[src/rtl/unified_mem_arbiter.sv]
`timescale 1ns/1ps
// -----------------------------------------------------------------------------
// unified_mem_arbiter
//
// Purpose:
//   Shares one single-port memory between the core's instruction-fetch and
//   data-access interfaces. Only one transaction is outstanding at a time.
//   Data wins arbitration by default. A starvation counter forces a fetch
//   grant after STARVE_LIMIT consecutive data grants that were made while a
//   fetch was waiting. A watchdog aborts a transfer that makes no progress.
//
// Handshake semantics (all interfaces):
//   - Core side: a request is a level (fetch: i_inst_rd_en != 0, data:
//     i_data_rd_en_ma | i_data_wr_en_ma). The requester holds it until its
//     one-cycle ready pulse (o_instr_ready / o_data_ready). Requests are only
//     sampled in IDLE. A request dropped after it was sampled still completes
//     and still pulses ready.
//   - Memory side: o_mem_req is held with stable o_mem_* until a cycle with
//     i_mem_gnt = 1. One response cycle (i_mem_rvalid = 1) follows at least one
//     cycle later. i_mem_gnt outside REQ and i_mem_rvalid outside WAIT are
//     ignored.
//
// Ports:
//   clk, rst_n                        clock, synchronous active-low reset
//   i_inst_rd_en / i_inst_addr        fetch byte-lane mask (request) / address
//   o_instr_ready / o_instr_data      fetch done pulse / fetched word (held)
//   i_data_rd_en_ma / i_data_wr_en_ma data read / write request (write wins)
//   i_data_rd_en_ctrl                 data byte-lane mask
//   i_data_addr / i_data_wr           data address / write data
//   o_data_ready / o_data_rd          data done pulse / read data (held)
//   o_mem_req/we/be/addr/wdata        memory request bundle
//   i_mem_gnt                         memory accepted the request
//   i_mem_rvalid / i_mem_rdata        memory response / read data
//   o_busy                            arbiter not in IDLE
//   o_err_timeout                     sticky watchdog abort flag
//   o_dbg_state                       current FSM state (IDLE=0 REQ=1 WAIT=2 RESP=3)
// -----------------------------------------------------------------------------
module unified_mem_arbiter #(
  parameter int ADDR_WIDTH     = 32,
  parameter int DATA_WIDTH     = 32,
  parameter int STARVE_LIMIT   = 4,
  parameter int TIMEOUT_CYCLES = 256
) (
  input  logic                    clk,
  input  logic                    rst_n,
  // fetch interface
  input  logic [DATA_WIDTH/8-1:0] i_inst_rd_en,
  input  logic [ADDR_WIDTH-1:0]   i_inst_addr,
  output logic                    o_instr_ready,
  output logic [DATA_WIDTH-1:0]   o_instr_data,
  // data interface
  input  logic                    i_data_rd_en_ma,
  input  logic                    i_data_wr_en_ma,
  input  logic [DATA_WIDTH/8-1:0] i_data_rd_en_ctrl,
  input  logic [ADDR_WIDTH-1:0]   i_data_addr,
  input  logic [DATA_WIDTH-1:0]   i_data_wr,
  output logic                    o_data_ready,
  output logic [DATA_WIDTH-1:0]   o_data_rd,
  // memory interface
  output logic                    o_mem_req,
  output logic                    o_mem_we,
  output logic [DATA_WIDTH/8-1:0] o_mem_be,
  output logic [ADDR_WIDTH-1:0]   o_mem_addr,
  output logic [DATA_WIDTH-1:0]   o_mem_wdata,
  input  logic                    i_mem_gnt,
  input  logic                    i_mem_rvalid,
  input  logic [DATA_WIDTH-1:0]   i_mem_rdata,
  // status
  output logic                    o_busy,
  output logic                    o_err_timeout,
  output logic [1:0]              o_dbg_state
);

  localparam int BE_W     = DATA_WIDTH / 8;
  localparam int STARVE_W = $clog2(STARVE_LIMIT + 1);
  localparam logic [STARVE_W-1:0] STARVE_MAX = STARVE_W'(STARVE_LIMIT);

  // Watchdog disabled entirely when TIMEOUT_CYCLES == 0.
  localparam bit WDOG_EN = (TIMEOUT_CYCLES > 0);
  localparam int WDOG_W  = (TIMEOUT_CYCLES > 2) ? $clog2(TIMEOUT_CYCLES) : 1;
  localparam logic [WDOG_W-1:0] WDOG_MAX =
    WDOG_W'((TIMEOUT_CYCLES > 0) ? (TIMEOUT_CYCLES - 1) : 0);

  typedef enum logic [1:0] {
    ST_IDLE = 2'd0,
    ST_REQ  = 2'd1,
    ST_WAIT = 2'd2,
    ST_RESP = 2'd3
  } state_e;

  state_e state_q, state_d;

  // Transaction registers; owner_q = 1 means the data port owns the transfer.
  logic                  owner_q,      owner_d;
  logic                  we_q,         we_d;
  logic [BE_W-1:0]       be_q,         be_d;
  logic [ADDR_WIDTH-1:0] addr_q,       addr_d;
  logic [DATA_WIDTH-1:0] wdata_q,      wdata_d;
  logic [DATA_WIDTH-1:0] instr_data_q, instr_data_d;
  logic [DATA_WIDTH-1:0] data_rd_q,    data_rd_d;
  logic [STARVE_W-1:0]   starve_q,     starve_d;
  logic [WDOG_W-1:0]     wdog_q,       wdog_d;
  logic                  err_q,        err_d;

  logic fetch_pend;
  logic data_pend;
  logic grant_data;
  logic grant_fetch;
  logic timeout_hit;

  // ---------------------------------------------------------------------------
  // Arbitration and watchdog decode
  // ---------------------------------------------------------------------------
  always_comb begin
    fetch_pend  = |i_inst_rd_en;
    data_pend   = i_data_rd_en_ma | i_data_wr_en_ma;
    // Data wins unless a waiting fetch has been passed over STARVE_LIMIT times.
    grant_data  = data_pend && !(fetch_pend && (starve_q == STARVE_MAX));
    grant_fetch = fetch_pend && !grant_data;
    // Abort only when the expected progress event did not arrive this cycle.
    timeout_hit = WDOG_EN && (wdog_q == WDOG_MAX) &&
                  (((state_q == ST_REQ)  && !i_mem_gnt) ||
                   ((state_q == ST_WAIT) && !i_mem_rvalid));
  end

  // ---------------------------------------------------------------------------
  // FSM: state register
  // ---------------------------------------------------------------------------
  always_ff @(posedge clk) begin
    if (!rst_n) begin
      state_q <= ST_IDLE;
    end else begin
      state_q <= state_d;
    end
  end

  // ---------------------------------------------------------------------------
  // FSM: next state
  // ---------------------------------------------------------------------------
  always_comb begin
    state_d = state_q;
    case (state_q)
      ST_IDLE: begin
        if (grant_data || grant_fetch) begin
          state_d = ST_REQ;
        end
      end
      ST_REQ: begin
        if (i_mem_gnt) begin
          state_d = ST_WAIT;
        end else if (timeout_hit) begin
          state_d = ST_RESP;
        end
      end
      ST_WAIT: begin
        if (i_mem_rvalid || timeout_hit) begin
          state_d = ST_RESP;
        end
      end
      ST_RESP: begin
        state_d = ST_IDLE;
      end
      default: begin
        state_d = ST_IDLE;
      end
    endcase
  end

  // ---------------------------------------------------------------------------
  // FSM: outputs
  // ---------------------------------------------------------------------------
  always_comb begin
    o_mem_req     = (state_q == ST_REQ);
    o_busy        = (state_q != ST_IDLE);
    o_instr_ready = (state_q == ST_RESP) && !owner_q;
    o_data_ready  = (state_q == ST_RESP) &&  owner_q;
    o_dbg_state   = state_q;
  end

  assign o_mem_we      = we_q;
  assign o_mem_be      = be_q;
  assign o_mem_addr    = addr_q;
  assign o_mem_wdata   = wdata_q;
  assign o_instr_data  = instr_data_q;
  assign o_data_rd     = data_rd_q;
  assign o_err_timeout = err_q;

  // ---------------------------------------------------------------------------
  // Datapath next values
  // ---------------------------------------------------------------------------
  always_comb begin
    owner_d      = owner_q;
    we_d         = we_q;
    be_d         = be_q;
    addr_d       = addr_q;
    wdata_d      = wdata_q;
    instr_data_d = instr_data_q;
    data_rd_d    = data_rd_q;
    starve_d     = starve_q;
    wdog_d       = wdog_q;
    err_d        = err_q;

    case (state_q)
      ST_IDLE: begin
        if (grant_data) begin
          owner_d = 1'b1;
          we_d    = i_data_wr_en_ma;
          be_d    = i_data_rd_en_ctrl;
          addr_d  = i_data_addr;
          wdata_d = i_data_wr;
          // Count only grants that overtook a waiting fetch.
          if (fetch_pend && (starve_q != STARVE_MAX)) begin
            starve_d = starve_q + STARVE_W'(1);
          end
          wdog_d = '0;
        end else if (grant_fetch) begin
          owner_d  = 1'b0;
          we_d     = 1'b0;
          be_d     = i_inst_rd_en;
          addr_d   = i_inst_addr;
          wdata_d  = '0;
          starve_d = '0;
          wdog_d   = '0;
        end
      end
      ST_REQ, ST_WAIT: begin
        // Counter spans REQ and WAIT together; it saturates so a late grant
        // cannot wrap it and extend the budget.
        if (WDOG_EN && (wdog_q != WDOG_MAX)) begin
          wdog_d = wdog_q + WDOG_W'(1);
        end
        if ((state_q == ST_WAIT) && i_mem_rvalid) begin
          if (owner_q) begin
            data_rd_d = i_mem_rdata;
          end else begin
            instr_data_d = i_mem_rdata;
          end
        end else if (timeout_hit) begin
          err_d = 1'b1;
          if (owner_q) begin
            data_rd_d = '0;
          end else begin
            instr_data_d = '0;
          end
        end
      end
      default: begin
      end
    endcase
  end

  // ---------------------------------------------------------------------------
  // Datapath registers
  // ---------------------------------------------------------------------------
  always_ff @(posedge clk) begin
    if (!rst_n) begin
      owner_q      <= 1'b0;
      we_q         <= 1'b0;
      be_q         <= '0;
      addr_q       <= '0;
      wdata_q      <= '0;
      instr_data_q <= '0;
      data_rd_q    <= '0;
      starve_q     <= '0;
      wdog_q       <= '0;
      err_q        <= 1'b0;
    end else begin
      owner_q      <= owner_d;
      we_q         <= we_d;
      be_q         <= be_d;
      addr_q       <= addr_d;
      wdata_q      <= wdata_d;
      instr_data_q <= instr_data_d;
      data_rd_q    <= data_rd_d;
      starve_q     <= starve_d;
      wdog_q       <= wdog_d;
      err_q        <= err_d;
    end
  end

endmodule

[config.mk]
export PLATFORM = sky130hd
export DESIGN_NAME = unified_mem_arbiter
export DESIGN_NICKNAME = d
export VERILOG_FILES = /design/src/rtl/unified_mem_arbiter.sv
export SDC_FILE = /design/constraint.sdc
export NUM_CORES = 1
export LEC_CHECK = 0
export BUFFER_PORTS_ARGS = -buffer_cell sky130_fd_sc_hd__buf_2
export CORE_AREA = 2 2 121 123
export DETAILED_ROUTE_END_ITERATION = 16
export DIE_AREA = 0 0 123 125
export PLACE_DENSITY_LB_ADDON = 0.12
export SYNTH_ARGS = -nofsm -noshare
export SYNTH_HDL_FRONTEND = slang
export SYNTH_SLANG_ARGS = --single-unit
export TNS_END_PERCENT = 10
[constraint.sdc]
create_clock -name clk -period 1.9 [get_ports clk]
set_input_delay 0.38 -clock clk [delete_from_list [all_inputs] [get_ports clk]]
set_output_delay 0.38 -clock clk [all_outputs]
set_load 0.05 [all_outputs]
Word level (Yosys, flattened, before mapping)
Index checks and enable logic that the tools add are counted.
{"block": "word_totals", "output_inout_bits": 140, "regBits": 148, "in_bits": 142}
{"block": "op_classes", "muxes": 29, "reduce_logical": 32, "n_bitwise": 2, "add_sub_neg": 2, "eq_ne": 17}
{"cell": "2-to-1 mux 32 bit", "count": 12}
{"cell": "2-to-1 mux 8 bit", "count": 3}
{"cell": "one-hot mux 8 bit (2 select lines)", "count": 1}
{"cell": "inequality test 2 bit (second input constant)", "count": 6}
{"cell": "AND reduction 3 bit", "count": 4}
{"cell": "logical AND 1 bit", "count": 10}
{"cell": "2-to-1 mux 3 bit", "count": 3}
{"cell": "adder 8 x 1 -> 8 bit (second input constant)", "count": 1}
{"cell": "== test 8 bit (second input constant)", "count": 1}
{"cell": "2-to-1 mux 2 bit", "count": 4}
{"cell": "2-to-1 mux 4 bit", "count": 2}
{"cell": "inequality test 8 bit (second input constant)", "count": 1}
{"cell": "one-hot mux 2 bit (4 select lines)", "count": 1}
{"cell": "AND reduction 4 bit", "count": 2}
{"cell": "nonzero test 2 bit", "count": 4}
{"cell": "inequality test 3 bit (second input constant)", "count": 2}
{"cell": "logical NOT 1 bit", "count": 5}
{"cell": "== test 2 bit (second input constant)", "count": 2}
{"cell": "inequality test 2 x 1 -> 1 bit (second input constant)", "count": 2}
{"cell": "OR reduction 4 bit", "count": 1}
{"cell": "adder 3 x 1 -> 3 bit (second input constant)", "count": 1}
{"cell": "== test 3 bit (second input constant)", "count": 1}
{"cell": "logical OR 1 bit", "count": 3}
{"cell": "2-to-1 mux 1 bit", "count": 3}
{"cell": "7 further kinds", "count": 7}

Depth between registers and ports, before layout
Gate-level depths: netlist (run 1).
{"block": "logic_depth", "word_depth": 9, "mapped_depth": 9}

Worst setup path before layout (run 1)
OpenSTA, ideal clock, no wires.
{"block": "synth_timing", "kind": "reg2reg", "startpoint": "reg state_q[0] (netlist: o_dbg_state[0])", "endpoint": "reg wdog_q[3]", "slack_ns": -0.557, "arrival_time_ns": 2.339, "t_required_ns": 1.782, "synth_period_minus_slack_ns": 2.457, "stages_incl_launch_ff": 8, "cell_sequence": "dfxtp_1 inv_1 ha_1 buf_2 nor2_1 a31o_2 or4b_2 mux2i_1"}
{"block": "synth_between", "elab_chain_len": 4, "word_cells_on_any_way": 9}
{"item": "start, declared", "line": "91", "source": "state_e state_q, state_d;"}
{"item": "start signal, assigned", "line": "133", "source": "state_q <= state_d;"}
{"item": "== test 2 x 1 -> 1 bit / == test 2 bit (equally long branches)", "line": "203", "source": "case (state_q)"}
{"item": "OR reduction 2 bit", "line": "203"}
{"item": "inequality test 2 bit (no line) / nonzero test 2 bit (equally long branches)"}
{"item": "AND reduction 3 bit (no line)"}
{"item": "end signal, assigned", "line": "276", "source": "wdog_q <= wdog_d;"}
{"item": "end, declared", "line": "102", "source": "logic [WDOG_W-1:0] wdog_q, wdog_d;"}
Parallel ways exist; a longest one is shown, timed or not.
A chain may end at the register's enable or synchronous reset.

Final worst setup path (run 1)
{"block": "layout_timing", "startpoint": "reg state_q[1] (netlist: o_dbg_state[1])", "endpoint": "out o_busy"}
{"block": "layout_between", "elab_chain_len": 1}
{"item": "nonzero test 2 bit", "line": "174", "source": "o_busy = (state_q != ST_IDLE);"}
{"item": "end, declared", "line": "69", "source": "output logic o_busy,"}
No other way between the ends.

==> results of run 1 <==
==> state kept, by name, indices dropped and copies added (netlist names) <==
register and flops:
o_data_rd 32, o_dbg_state 2, o_err_timeout 1, o_instr_data 32, o_mem_addr 32, o_mem_be 4
o_mem_wdata 32, o_mem_we 1, owner_q 1, starve_q 3, wdog_q 8
==> report_power, final <==
part | switching [µW] | internal [µW]
Clock | 1240 | 2060
Sequential | 317 | 3670
Combinational | 3700 | 1430
==> cells in the mapped netlist (6+ instances only) <==
cell                       instances
sky130_fd_sc_hd__a21oi_1          78
sky130_fd_sc_hd__a32o_1           64
sky130_fd_sc_hd__buf_2            16
sky130_fd_sc_hd__buf_4             6
sky130_fd_sc_hd__clkbuf_1         38
sky130_fd_sc_hd__dfxtp_1         148
sky130_fd_sc_hd__ha_1              8
sky130_fd_sc_hd__inv_1             8
sky130_fd_sc_hd__mux2i_1           7
sky130_fd_sc_hd__nand2_1          53
sky130_fd_sc_hd__nand2b_1          9
sky130_fd_sc_hd__nand3_1          42
sky130_fd_sc_hd__nand4_1           6
sky130_fd_sc_hd__nor2_1           10
sky130_fd_sc_hd__o221ai_1         32
sky130_fd_sc_hd__o22ai_1          32
==> critical path, stage by stage (launching register included) <==
cell and delay [ps]:
sky130_fd_sc_hd__dfxtp_4 370, sky130_fd_sc_hd__inv_4 70, sky130_fd_sc_hd__ha_4 150, sky130_fd_sc_hd__buf_4 150, sky130_fd_sc_hd__clkinvlp_4 120, sky130_fd_sc_hd__buf_6 170
==> per-stage QoR <==
step / cells / setup WS [ps]
6_report: 1057 / 73.2
3_5_place_dp: 1024 / -172
4_1_cts: 1056 / 22.5
2_1_floorplan: 593 / -39.2
3_3_place_gp: 1024 / -82.4
5_1_grt: 1056 / 7.77
==> layout make-up <==
type | instances | share of cell area (%)
Tap cell | 184 | 2.80
Clock buffer | 22 | 5.90
Antenna cell | 1 | 0.0304
Timing Repair Buffer | 310 | 21.5
Sequential cell | 148 | 36.1
Multi-Input combinational cell | 376 | 31.9
Clock inverter | 8 | 1.20
Inverter | 8 | 0.472
==> logic make-up after synthesis <==
kind of cell	after synthesis	share of synthesized area [%]
DFF	148	50.9
buffers and inverters	69	5.18
and+or+nand+nor	133	11.0
muxes	7	1.20
AOI/OAI and AO/OA	228	30.0
adders and majority gates	8	1.72
==> layer usage <==
metal  vias up  wire [µm]
met1      2871       7390
met4         0        444
met5         -          0
met2       239       8510
li1       2845          -
met3        36       1330
==> timing repair <==
action,CTS,global route
pin swaps,1,0
setup buffers,2,0
setup endpoints to repair,1,2
gates resized for setup,1,2
==> how the worst max path moves through the flow <==
stage	start	endpoint	slack (ps)	cells after the start
after floorplan	o_dbg_state[1]$_SDFFE_PN0P_	o_data_rd[10]$_SDFFE_PN0P_	-40	7
after global placement	i_inst_rd_en[3]	o_mem_be[3]$_SDFFE_PN0P_	-80	7
after detailed placement	i_inst_rd_en[3]	o_mem_be[3]$_SDFFE_PN0P_	-170	7
after CTS	o_dbg_state[1]$_SDFFE_PN0P_	o_busy	20	5
final	o_dbg_state[1]$_SDFFE_PN0P_	o_busy	70	5
after global routing	o_dbg_state[1]$_SDFFE_PN0P_	o_busy	8	5
==> impl_summary.log, run 1 <==
INFO  metric cts_root_buffer = sky130_fd_sc_hd__clkbuf_16
INFO  metric maxSlewHeadroom = 54.5%
INFO  metric timing.rr.end = wdog_q[3]$_SDFFE_PN0P_
INFO  metric global_route.usage.met3 = 6.89%
INFO  metric detail_route.iter0.violations = 321
INFO  metric cts.sinks = about 150
INFO  metric average_routed_wire_per_standard_cell = 16.7 µm
INFO  metric clk-insertion-delay-late = 410 ps
INFO  metric final_util = a little under 60%
INFO  metric site_row_count = between 40 and 50
INFO  metric layout_worst_path_cycle_share = 96.1%
INFO  metric max-cap-violations = 0
INFO  metric avgSynthCellArea = approximately 9.8 µm²
INFO  metric synthesis.area = around 5800 µm²
INFO  metric design.die.area = 15,400 µm²
INFO  metric synth-main-ff-cell = sky130_fd_sc_hd__dfxtp_1
INFO  metric number_of_synthesized_register_bits = roughly 150
INFO  metric reg2reg_depth = 6
INFO  metric p_total = 12,400 µW
INFO  metric fp.coreArea = between 10,000 and 15,000 µm²
INFO  metric ff2ff_setup_slack = ~90 ps
INFO  metric initial_core_util = about two fifths
INFO  metric finalInstanceArea = just over 8000 µm²
INFO  metric port_buffers = between 200 and 300
INFO  metric count_of_flip_flops_with_a_built_in_enable_after_synthesis = 0
INFO  metric wl = about 18 mm
INFO  metric nFillCells = 1,296
INFO  metric detail_route.first_pass.iterations = 5
INFO  metric tritoncts = done
INFO  metric synth.lib_cells_used.distinct = 43
INFO  metric grt.overflow.total = 0
INFO  metric async_reset_ff_share = 0%
INFO  metric yosysWarnings = 0
INFO  metric number_of_nets_with_antenna_violations_after_routing = 0
INFO  metric dp_hpwl = 12.2 mm
INFO  metric worst_hold_path_class = in2reg
INFO  metric synthesis.instances = between 500 and 600
INFO  metric power_density = 1510 nW/µm²
INFO  metric commonest_cells_after_routing_fill_and_taps_aside = sky130_fd_sc_hd__buf_2, sky130_fd_sc_hd__dfxtp_1, sky130_fd_sc_hd__a21oi_1
INFO  metric layout_cell_share_with_drive_strength_beyond_1 = between 40% and 50%
INFO  metric grt_first_pass_wirelength = 27.9 mm
INFO  metric chipWidth = 123 µm
INFO  metric holdCritStartpoint = i_mem_rdata[25]
INFO  metric worst-slew-pin-transition = roughly 680 ps
INFO  metric crit_fanout = 6
INFO  metric setup-tns-final = 0 ps
INFO  metric worst_min_delay_path_endpoint = o_data_rd[25]$_SDFFE_PN0P_
INFO  metric post_cts_hold_buffer_count = 0
INFO  metric finalClockSkew = between 7 and 8 ps
INFO  metric cts.reportedPaths.clkPinSlew = around 60 ps
INFO  metric groute.layer.met1.usage = 26.7%
INFO  metric arrival = 1450 ps
INFO  metric num_vias = 5,991
INFO  metric layout.nets = slightly above 1,000
INFO  metric multiInputGateArea = 2630 µm²
INFO  metric grt_pass1_vias = 5,787
INFO  metric layout-area-overhead-vs-synth = 41.2%
INFO  metric final_period_minus_worst_setup_slack = approximately 1800 ps
INFO  metric cts-root-to-sink-buffers = 2
INFO  metric cell_area_after_placement = approximately 7600 µm²
INFO  metric grt_setup_unrepaired = false
INFO  metric worstSetupStartpointType = register
INFO  metric report.final.slew_viol_count = 0
INFO  metric floorplan.die.height = 125 µm
INFO  metric area_share_of_the_largest_cell_type_after_synthesis = 50.9%
INFO  metric boundaryPins = between 200 and 300
INFO  metric number_of_antenna_violations_at_the_first_check_in_global_routing = 0
INFO  metric routabilityCongestion = 0.784
INFO  metric drt_drc_violations_left = 0
INFO  metric timing.fmax = around 550 MHz
INFO  metric setup-violations-final = 0
INFO  metric numCtsBuffers = 17
INFO  metric crit_type = reg2out
INFO  metric h-tree-depth = 4
INFO  metric route.detailed.vias_per_inst = 5.67
INFO  metric outcome = finished, final reports clean
INFO  metric whs_path_depth = 2
INFO  metric grt_max_degree = 82
INFO  metric gr-max-usage-layer = met2
INFO  metric reg2reg_from = o_dbg_state[1]$_SDFFE_PN0P_
INFO  metric seq_cell_area = about 3000 µm²
INFO  metric endpoint_kind = primary output
INFO  metric synth_area_leaders = sky130_fd_sc_hd__dfxtp_1, sky130_fd_sc_hd__a32o_1, sky130_fd_sc_hd__a21oi_1
INFO  metric mappedNetlistNets = roughly 740
INFO  metric worstPathRequired = about 1500 ps
INFO  metric leakagePower = 0.00373 µW
INFO  metric cell_type_contributing_the_most_total_cell_area_after_synthesis = sky130_fd_sc_hd__dfxtp_1
INFO  metric worst_hold_slack = around 220 ps
INFO  metric timing_hold_violations_final = 0
INFO  metric ys_seq_area_share = between 50 and 60%
INFO  metric overall_fraction_of_global_route_tracks_in_use = 22.5%
INFO  metric final_common_cell = sky130_fd_sc_hd__buf_2
INFO  metric vdd_drop_max = about 0.0008 V
INFO  metric gr-usage-met2 = a little under two fifths
No activity file was read; power rests on OpenSTA's default activity.
==> run 2: changes to the inputs <==
--- a/config.mk
+++ b/config.mk
@@ -6,9 +6,9 @@
 export NUM_CORES = 1
 export LEC_CHECK = 0
 export BUFFER_PORTS_ARGS = -buffer_cell sky130_fd_sc_hd__buf_2
-export CORE_AREA = 2 2 121 123
+export CORE_AREA = 2 2 117 119
 export DETAILED_ROUTE_END_ITERATION = 16
-export DIE_AREA = 0 0 123 125
+export DIE_AREA = 0 0 119 121
 export PLACE_DENSITY_LB_ADDON = 0.12
 export SYNTH_ARGS = -nofsm -noshare
 export SYNTH_HDL_FRONTEND = slang
==> constraint.sdc (replaced) <==
create_clock -name clk -period 1.89 [get_ports clk]
set_input_delay 0.378 -clock clk [delete_from_list [all_inputs] [get_ports clk]]
set_output_delay 0.378 -clock clk [all_outputs]
set_load 0.05 [all_outputs]
==> impl_summary.log, run 2 (same netlist as run 1, synthesis figures left out) <==
INFO  metric outcome = finished, final reports clean
INFO  metric site_row_count = 42
INFO  metric reg2reg_depth = 6
INFO  metric maxSlewHeadroom = between 50% and 60%
INFO  metric layout_worst_path_cycle_share = between 90% and 100%
INFO  metric layout_cell_share_with_drive_strength_beyond_1 = between 40% and 50%
INFO  metric endpoint_kind = register
INFO  metric layout.nets = 1,012
INFO  metric setup-tns-final = 0 ps
INFO  metric placed_cells_incl_taps = 1,019
INFO  metric crit_type = reg2reg
INFO  metric endpoint = wdog_q[3]$_SDFFE_PN0P_
INFO  metric combinational_fraction_of_design_power = between 40% and 50%
INFO  metric crit_fanout = 9
INFO  metric floorplan.die.height = 121 µm
INFO  metric max-cap-violations = 0
INFO  metric internal_power = 6780 µW
INFO  metric fp.coreArea = 13,100 µm²
INFO  metric grt.overflow.total = 0
INFO  metric holdCritStartpoint = i_data_wr[11]
INFO  metric n_antenna_cell = 0
INFO  metric leakagePower = 0.00369 µW
INFO  metric cts.sinks = around 150
INFO  metric arrival = around 2100 ps
INFO  metric timing.rr.end = wdog_q[3]$_SDFFE_PN0P_
INFO  metric overall_fraction_of_global_route_tracks_in_use = 24.0%
INFO  metric setup-violations-final = 0
INFO  metric p_total = between 10,000 and 15,000 µW
INFO  metric num_vias = between 5,000 and 6,000
INFO  metric final_period_minus_worst_setup_slack = ~1800 ps
INFO  metric route.detailed.vias_per_inst = 5.67
INFO  metric detail_route.iter0.violations = ~430
INFO  metric number_of_nets_with_antenna_violations_after_routing = 0
INFO  metric h-tree-depth = 4
INFO  metric reg2reg_from = o_dbg_state[0]$_SDFFE_PN0P_
INFO  metric cts_root_buffer = sky130_fd_sc_hd__clkbuf_16
INFO  metric routabilityCongestion = slightly below 0.8
INFO  metric numCtsBuffers = 17
INFO  metric worstPathRequired = between 2000 and 2500 ps
INFO  metric timing.fmax = between 500 and 600 MHz
INFO  metric report.final.slew_viol_count = 0
INFO  metric worst-slew-pin-transition = between 600 and 700 ps
INFO  metric worst_hold_slack = roughly 210 ps
INFO  metric cts-root-to-sink-buffers = 2
INFO  metric design.die.area = between 10,000 and 15,000 µm²
INFO  metric detail_route.first_pass.iterations = 5
INFO  metric p_switching = around 5300 µW
INFO  metric worst_hold_path_class = in2reg
INFO  metric average_routed_wire_per_standard_cell = between 15 and 20 µm
INFO  metric power.share.clock = 24.9%
INFO  metric grt_first_pass_wirelength = 28.3 mm
INFO  metric number_of_antenna_violations_at_the_first_check_in_global_routing = 0
INFO  metric port_buffers = ~280
INFO  metric cts.reportedPaths.clkPinSlew = roughly 70 ps
INFO  metric power_density = ~1500 nW/µm²
INFO  metric post_cts_hold_buffer_count = 0
INFO  metric wl = 17.6 mm
INFO  metric commonest_cells_after_routing_fill_and_taps_aside = sky130_fd_sc_hd__buf_2, sky130_fd_sc_hd__dfxtp_1, sky130_fd_sc_hd__a21oi_1
INFO  metric finalClockSkew = about 9.0 ps
INFO  metric post_cts.repair.setup_buffers = 0
INFO  metric final_common_cell = sky130_fd_sc_hd__buf_2
INFO  metric grt_pass1_vias = 5,826
INFO  metric boundaryPins = between 200 and 300
INFO  metric worstSetupStartpointType = register
INFO  metric vdd_drop_max = approximately 0.00081 V
INFO  metric drt_drc_violations_left = 0
INFO  metric dp_hpwl = around 12 mm
INFO  metric cp_startpoint = o_dbg_state[0]$_SDFFE_PN0P_
INFO  metric chipWidth = around 120 µm
INFO  metric p_seq_share = approximately 33%
INFO  metric clk-insertion-delay-late = 420 ps
INFO  metric tritoncts = done
INFO  metric grt_setup_unrepaired = false
INFO  metric p_sw_share = 44.0%
INFO  metric initial_core_util = about 45%
INFO  metric ff2ff_setup_slack = around 77 ps
INFO  metric finalNonFillerCells = roughly 1,100
INFO  metric timing_hold_violations_final = 0
INFO  metric layout-area-overhead-vs-synth = 39.7%
INFO  metric grt_max_degree = 50
-- run 2: critical path, stage by stage (launching register included) --
cell,delay (ps)
sky130_fd_sc_hd__dfxtp_4,390
sky130_fd_sc_hd__inv_4,50
sky130_fd_sc_hd__ha_4,310
sky130_fd_sc_hd__nor2_1,80
sky130_fd_sc_hd__a31o_2,230
sky130_fd_sc_hd__or4b_4,520
sky130_fd_sc_hd__mux2i_1,130
-- run 2: how the worst min path moves through the flow --
stage	endpoint	slack, ps	cells past startpoint
floorplan	wdog_q[7]$_SDFFE_PN0P_	450	2
global placement	o_mem_wdata[8]$_SDFFE_PN0P_	440	2
detailed placement	o_mem_wdata[29]$_SDFFE_PN0P_	440	2
CTS	o_mem_wdata[11]$_SDFFE_PN0P_	200	3
global route	o_data_rd[19]$_SDFFE_PN0P_	200	2
finish	o_mem_wdata[11]$_SDFFE_PN0P_	210	3
-- run 2: timing repair --
action / in CTS / in global routing
endpoints found under the hold margin: 0 / 0
endpoints found under the setup margin: 0 / 4
gates resized for setup: 0 / 1
-- run 2: final cells by class --
| cell class | count | area, µm² |
|---|---|---|
| sequential | 148 | 2970 |
| tap | 176 | 220 |
| inverter | 8 | 38.8 |
| multi-input combinational | 376 | 2630 |
| fill | 1142 | 4950 |
| clock inverter | 13 | 100 |
| clock buffer | 19 | 433 |
| timing repair buffer | 311 | 1750 |
-- run 2: through the flow --
step	cell area [µm²]	util, %	setup slack [ps]
4_1_cts	8130	62.1	58.8
6_report	8140	62.2	77.2
3_5_place_dp	7600	58.1	-127
5_1_grt	8140	62.2	1.41
2_1_floorplan	5890	-	-49.2
3_3_place_gp	7600	58.1	-87.2
-- run 2: power by group through the flow --
stage                     sequential (µW)  clock [µW]  combinational [µW]
after floorplan                      5870           0                1910
after global placement               4040           0                5010
after detailed placement             4070           0                5090
after CTS                            4020        3070                5100
after global routing                 4090        3250                5410
final                                4020        3010                5090
-- run 2: metal layers --
metal / track usage [%] / part of all wire, % / vias up
li1: - / - / 2833
met1: 29.1 / 41 / 2826
met2: 40.4 / 49 / 263
met3: 6.48 / 7.6 / 36
met4: 10.2 / 2.7 / 0
met5: 0 / 0 / -
